File: config.mk
export PLATFORM = sky130hd
export DESIGN_NAME = scan_decoder
export DESIGN_NICKNAME = d
export VERILOG_FILES = /design/src/rtl/scan_decoder.sv
export SDC_FILE = /design/constraint.sdc
export NUM_CORES = 1
export LEC_CHECK = 0
export BUFFER_PORTS_ARGS = -buffer_cell sky130_fd_sc_hd__buf_2
export CAP_MARGIN = 5
export CORE_ASPECT_RATIO = 0.5
export CORE_MARGIN = 1.5
export CORE_UTILIZATION = 55
export CTS_BUF_LIST = sky130_fd_sc_hd__clkbuf_4 sky130_fd_sc_hd__clkbuf_8
export DETAILED_ROUTE_END_ITERATION = 7
export PLACE_DENSITY = 0.85
export SYNTH_ARGS = -nofsm -noshare
export SYNTH_HDL_FRONTEND = slang
export SYNTH_SLANG_ARGS = --single-unit
export TNS_END_PERCENT = 30
File: constraint.sdc
create_clock -name clk -period 2.5 [get_ports clk]
set_input_delay 0.375 -clock clk [delete_from_list [all_inputs] [get_ports clk]]
set_output_delay 0.375 -clock clk [all_outputs]
set_load 0.02 [all_outputs]
File: src/rtl/scan_decoder.sv
// scan_decoder: registered binary-to-one-hot decoder with a built-in scan
// sequencer. In direct mode it drives the line selected by a latched code.
// In scan mode it walks the active line through 0..scan_last, dwelling DWELL
// cycles on each index and pulsing wrap when it returns to 0.
// Every output is taken straight from a flop, so the selects never glitch.
//
// Input handshake: din_valid is a one-sided strobe with no ready. On every
// rising edge where din_valid=1, din is captured into the code register,
// whatever the current state. The block never applies backpressure.
module scan_decoder #(
    parameter int SEL_W      = 4,
    parameter int DWELL      = 1000,
    parameter bit ACTIVE_LOW = 1'b0
) (
    input  logic                    clk,
    input  logic                    rst_n,
    input  logic                    en,
    input  logic                    mode,
    input  logic [SEL_W-1:0]        din,
    input  logic                    din_valid,
    input  logic [SEL_W-1:0]        scan_last,
    output logic [(1<<SEL_W)-1:0]   dout,
    output logic [SEL_W-1:0]        idx,
    output logic                    wrap,
    output logic [1:0]              dbg_state_o
);

    localparam int OUT_W = 1 << SEL_W;
    localparam int CNT_W = (DWELL > 1) ? $clog2(DWELL) : 1;
    localparam logic [CNT_W-1:0] CNT_LAST = CNT_W'(DWELL - 1);
    // XOR mask turning an active-high one-hot into the chosen polarity;
    // it is also the all-inactive pattern.
    localparam logic [OUT_W-1:0] INACTIVE = {OUT_W{ACTIVE_LOW}};

    typedef enum logic [1:0] {
        IDLE   = 2'd0,
        DIRECT = 2'd1,
        SCAN   = 2'd2
    } state_e;

    state_e             state_q, state_d;
    logic [SEL_W-1:0]   code_q,  code_d;
    logic [SEL_W-1:0]   idx_q,   idx_d;
    logic [CNT_W-1:0]   cnt_q,   cnt_d;
    logic               wrap_q,  wrap_d;
    logic [OUT_W-1:0]   dout_q,  dout_d;
    logic [OUT_W-1:0]   sel_d;

    // Next state is decoded straight from en/mode every cycle.
    always_comb begin
        state_d = IDLE;
        if (en) begin
            state_d = mode ? SCAN : DIRECT;
        end
    end

    // Next values of code register, scan position and registered outputs.
    always_comb begin
        code_d = din_valid ? din : code_q;
        idx_d  = '0;
        cnt_d  = '0;
        wrap_d = 1'b0;
        case (state_d)
            DIRECT: begin
                // No bypass: a code loaded this edge shows up one edge later.
                idx_d = code_q;
            end
            SCAN: begin
                if (state_q != SCAN) begin
                    // Fresh entry always restarts the walk at index 0.
                    idx_d = '0;
                    cnt_d = '0;
                end else if (cnt_q == CNT_LAST) begin
                    cnt_d = '0;
                    // scan_last is compared live, so lowering it below the
                    // current index makes the next advance wrap.
                    if (idx_q >= scan_last) begin
                        idx_d  = '0;
                        wrap_d = 1'b1;
                    end else begin
                        idx_d = idx_q + SEL_W'(1);
                    end
                end else begin
                    cnt_d = cnt_q + CNT_W'(1);
                    idx_d = idx_q;
                end
            end
            default: begin
                idx_d = '0;
            end
        endcase

        sel_d = '0;
        if (state_d != IDLE) begin
            sel_d[idx_d] = 1'b1;
        end
        dout_d = sel_d ^ INACTIVE;
    end

    // State, code, scan position and outputs; async active-low reset.
    always_ff @(posedge clk or negedge rst_n) begin
        if (!rst_n) begin
            state_q <= IDLE;
            code_q  <= '0;
            idx_q   <= '0;
            cnt_q   <= '0;
            wrap_q  <= 1'b0;
            dout_q  <= INACTIVE;
        end else begin
            state_q <= state_d;
            code_q  <= code_d;
            idx_q   <= idx_d;
            cnt_q   <= cnt_d;
            wrap_q  <= wrap_d;
            dout_q  <= dout_d;
        end
    end

    assign dout        = dout_q;
    assign idx         = idx_q;
    assign wrap        = wrap_q;
    assign dbg_state_o = state_q;

endmodule

======== After elaboration in Yosys (flattened, before gate mapping) ========
Index checks and enable logic that the tools add are counted.
storage, ports and cells
  input bits .............................. 13
  logic and storage cells ................. 33
  flip-flop bits (word level) ............. 37
  output and inout bits ................... 23
cells by class
  muxes and demuxes ....................... 16
  magnitude comparators ................... 3
  add/subtract/negate cells ............... 2
  eq/ne operators ......................... 4
  reductions and logical operators ........ 2
operator list
  kind                                                  count
  two-way mux 10 bit                                    3
  two-way mux 16 bit                                    1
  two-way mux 4 bit                                     3
  adder 10 x 1 -> 10 bit (second input constant)        1
  == test 10 bit (second input constant)                1
  one-hot mux 4 bit (2 select lines)                    1
  < comparator 4 x 5 -> 1 bit (second input constant)   1
  two-way mux 1 bit                                     5
  adder 4 x 1 -> 4 bit (second input constant)          1
  demux 1 bit (select 4 bit)                            1
  >= comparator 4 x 1 -> 1 bit (second input constant)  1
  >= comparator 4 bit                                   1
  two-way mux 2 bit                                     2
  == test 2 x 1 -> 1 bit (second input constant)        1
  == test 2 bit (second input constant)                 1
  != test 2 bit (second input constant)                 1
  nonzero test 2 bit                                    1
  logical AND 1 bit                                     1

======== Logic depth before layout (Yosys ltp) ========
  depth in word-level cells ............... 10
  gate-level depth with buffers ........... 9
  mapped depth without buffers ............ 9

======== Worst setup path before layout ========
OpenSTA, ideal clock, no wires.
  path type ............................... flip-flop to flip-flop
  start ................................... register idx_q[0] (netlist: idx[0])
  end ..................................... register dout_q[1] (netlist: dout[1])
  path buffers ............................ 0
  data arrival time ....................... 2.068 ns
  clock period less this slack ............ 2.140 ns
  library setup time ...................... 0.072 ns
  stages on the path, launching flop included .. 10
  path slack .............................. 0.360 ns
  cells stage by stage .................... dfrtp_1 -> inv_1 -> ha_1 -> nand2b_4 -> a2111oi_4 -> o21bai_1 -> o311a_4 -> clkinv_2 -> nand2_2 -> nor2_1
between the ends
  word-level cells in the longest chain between the ends .. 10
  elaborated cells between the ends (all ways) .. 12
ends and longest elaborated chain
  element                                                                                            line    text
  start, declared                                                                                    43      logic [SEL_W-1:0] idx_q, idx_d;
  start signal, assigned                                                                             112     idx_q <= idx_d;
  adder 4 x 1 -> 4 bit or >= comparator 4 bit (tied branches)                                        81, 77
  two-way mux 4 bit                                                                                  77      if (idx_q >= scan_last) begin
  two-way mux 4 bit *                                                                                73      end else if (cnt_q == CNT_LAST) begin
  two-way mux 4 bit *                                                                                69      if (state_q != SCAN) begin
  one-hot mux 4 bit (2 select lines) *                                                               63      case (state_d)
  net idx_d[0]                                                                                       43
  < comparator 4 x 5 -> 1 bit (not written as such) or >= comparator 4 x 1 -> 1 bit (tied branches)  95      sel_d[idx_d] = 1'b1;
  logical AND 1 bit (not written as such)                                                            95
  two-way mux 1 bit (not written as such)                                                            95
  demux 1 bit (select 4 bit) *                                                                       95
  two-way mux 16 bit *                                                                               94      if (state_d != IDLE) begin
  net dout_d[1]                                                                                      46      logic [OUT_W-1:0] dout_q, dout_d;
  end signal, assigned                                                                               115     dout_q <= dout_d;
  end, declared                                                                                      46
Mark *: on every way through the listed nets, which the timed path passes. The rest lies on a longest branch.
A chain may end at the register's enable or synchronous reset.

======== Worst setup path in the final report ========
  start ................................... register idx_q[0] (netlist: idx[0])
  end ..................................... register dout_q[7] (netlist: dout[7])
The elaborated chain is that of the path after synthesis.

==> flow_summary.yaml <==
global_route:
  grt_pass1_vias: 1196
  overflow: 0
  grt_pass1_wl_mm: 5.74
  grtUsageTotal_pct: 23.4
  antenna_found_initial: 0
  grt_max_degree: 38
synth:
  yosys.area.top_type: "dfrtp_1"
  yosys_warnings: 0
  synth_area_leaders: "dfrtp_1 (55%), nor2_1 (6.3%), ha_1 (4.5%)"
  synthSimpleGateAreaFrac_pct: 19.8
  synth-seq-area-share_pct: 55.4
  ys_types: 40
  ys_seq_elements: 37
  postSynthAreaPerCell_um2: 11.5
  yosys.area.top_type_share_pct: 55.4
  syn-num-nets: 164
  synthCells: 145
  synth_fa_ha_area_share_pct: 4.49
  synth-compound-area-share_pct: 10.0
  synth_xor_area_share_pct: 5.76
  synthMuxAreaShare_pct: 2.69
  syn-cell-area_um2: 1670
  synth_top_family_by_area: "simple AND/OR/NAND/NOR gates"
worst_hold_path:
  hp-class: "input pin to asynchronous set/reset pin"
routing:
  routedWlPerCell_um: 15.4
  dr_total_vias: 1203
  remaining_drc_errors: 0
  routed_via_density: 5.39
  finalWirelength_mm: 3.44
  antenna_left: 0
  first_pass_iters: 4
  drtIter0Drc: 82
clock_network:
  postCtsHoldBufs: 0
  cts_tree: "done"
  clk_pin_slew_ns: 0.08
  cts_resized: 0
  post_cts_buffers: 0
  worst_skew_pair.late_latency_ns: 0.29
  ctsLongestPathBuffers: 2
  cts.sinks: 37
  root_buffer: "clkbuf_8"
  h-tree-depth: 2
  cts_buffers: 5
layout:
  nets: 204
  area_delta_synth_final_pct: 18.3
  diodes: 0
  drive_gt1_share_pct: 32.8
sta:
  rsz0062_at_grt: "no"
  fmax_ghz: 0.444
  timing.final.crit_share_pct: 90.2
  finClkSkew_ns: 0.00655
  tightest_slew_ns: 0.792
  hold_ws_ns: 0.163
  period_minus_slack_ns: 2.25
  final-hold-violation-count: 0
  drv_slew: 0
  setup_viol: 0
  maxSlewHeadroom_pct: 47.2
  tns_ns: 0
die:
  die_h_um: 42.0
  die_w_um: 81.0
  coreArea_um2: 2730
  ios: 36
  die_area_um2: 3400
  start_util_pct: 61.2
  rows: 13
placed_design:
  hpwl_mm: 2.49
  io_buffers: 35
  gp_congestion: 0.797
critical_path:
  reg2reg_depth: 9
  cp-end-kind: "flip-flop"
  cp_slowest_cell: "dfrtp_1"
  path_class: "flip-flop to flip-flop"
  critPathLaunchType: "flip-flop"
  critical_path.max_fanout: 6
  worstPathArrival_ns: 2.47
  worstPathRequired_ns: 2.72
  r2r_start: "idx[0]"
  max_stage_delay_ns: 0.45
  r2r-end: "dout[7]"
  crit_chain: "inv_1, ha_1, nand2b_4, a2111oi_4, o21bai_1, o311a_4, clkinv_2, nand2_2, nor2_1"
  r2r_slack_ns: 0.25
power:
  seq_power_share_pct: 53.7
  power_switching_uw: 316
  p_comb_share_pct: 10.9
  p_clk_share_pct: 35.4
  p_sw_share_pct: 26.8
  p_leak_nw: 0.998
  p_int_uw: 863
  p_per_area_nw_per_um2: 596
  irDropWorstVdd_v: 0.000325
run:
  cap_violations: 0
status:
  status: "finished clean"
==> worst max path at each step <==
stage          cells past startpoint      end  slack, ns    startpoint
6_report                           9  dout[7]       0.25        idx[0]
5_1_grt                            9  dout[7]       0.09        idx[0]
4_1_cts                            9  dout[7]       0.26        idx[0]
3_5_place_dp                       9  dout[7]       0.28        idx[0]
3_3_place_gp                       9  dout[1]       0.37  scan_last[0]
2_1_floorplan                      9  dout[1]       0.36        idx[0]
==> cells in the mapped netlist (all sizes together) <==
cell type	n
o21a	2
nor4	1
and3	3
clkbuf	2
a2111oi	1
inv	5
xor2	6
xnor2	5
mux2	4
nor2	28
and4b	1
o311a	1
a21o	1
and2	1
nand2b	1
nor2b	2
nand3	9
and4	1
ha	6
dfrtp	37
nand3b	1
nor3	1
o21bai	1
and2b	1
nand4	1
o31ai	2
clkinv	1
a21oi	2
and3b	1
a32oi	2
nand2	12
o21ai	3
==> layout make-up <==
type | count | area [um2]
Clock buffer | 5 | 68.8
Tap cell | 37 | 46.3
Multi-Input combinational cell | 100 | 714
Fill cell | 188 | 756
Sequential cell | 37 | 926
Timing Repair Buffer | 35 | 175
Clock inverter | 3 | 22.5
Inverter | 6 | 23.8
==> critical path: cells and delay by family (launching register included) <==
kind | cells | cell delay, ns
AOI/OAI and AO/OA | 3 | 0.95
adders and majority gates | 1 | 0.28
buffers and inverters | 2 | 0.15
DFF | 1 | 0.45
and+or+nand+nor | 3 | 0.36
==> power by group through the flow <==
stage          Combinational, mW  Sequential, mW  Clock, mW
3_5_place_dp               0.128           0.644          0
2_1_floorplan             0.0647           0.657          0
6_report                   0.128           0.633      0.417
5_1_grt                    0.140           0.636      0.460
4_1_cts                    0.129           0.633      0.428
3_3_place_gp               0.121           0.643          0
==> logic make-up (layout without fill, tap and decap cells) <==
kind of cell,Yosys count,count (layout)
DFF,37,37
and+or+nand+nor,64,64
adders and majority gates,6,6
muxes,4,4
AOI/OAI and AO/OA,15,15
buffers and inverters,8,49
xor gates and xnor gates,11,11
==> layer usage <==
metal  global-route usage (%)  share of wire, %  vias up
met5                        0                 0        -
met4                     12.1               3.3        0
met3                     7.39               4.3       14
met2                     36.5                49       28
met1                     29.3                44      584
li1                         -                 -      577
==> sequential cells by signal (all words and copies together) (netlist names) <==
name,flops
cnt_q,10
dout,16
dbg_state_o,2
wrap,1
idx,4
code_q,4
==> cell usage in the layout, fill, tap and decap left out, types with 3 or more instances in the layout <==
master	n
buf_2	35
xor2_1	6
dfrtp_1	37
clkbuf_8	5
xnor2_1	5
nand2_1	10
mux2_2	4
nor2_1	28
inv_1	4
and3_1	3
ha_1	6
nand3_1	8
==> stage by stage <==
stage / worst slack (ns) / cell area, um2 / util (%) / total power [mW] / instances
5_1_grt: 0.0855 / 1980 / 72.3 / 1.24 / 223
3_3_place_gp: 0.375 / 1890 / 69.0 / 0.765 / 215
2_1_floorplan: 0.360 / 1670 / - / 0.722 / 145
6_report: 0.246 / 1980 / 72.3 / 1.18 / 223
3_5_place_dp: 0.276 / 1890 / 69.0 / 0.773 / 215
4_1_cts: 0.258 / 1980 / 72.3 / 1.19 / 223
Note: power is estimated with default switching activity, not from simulation.
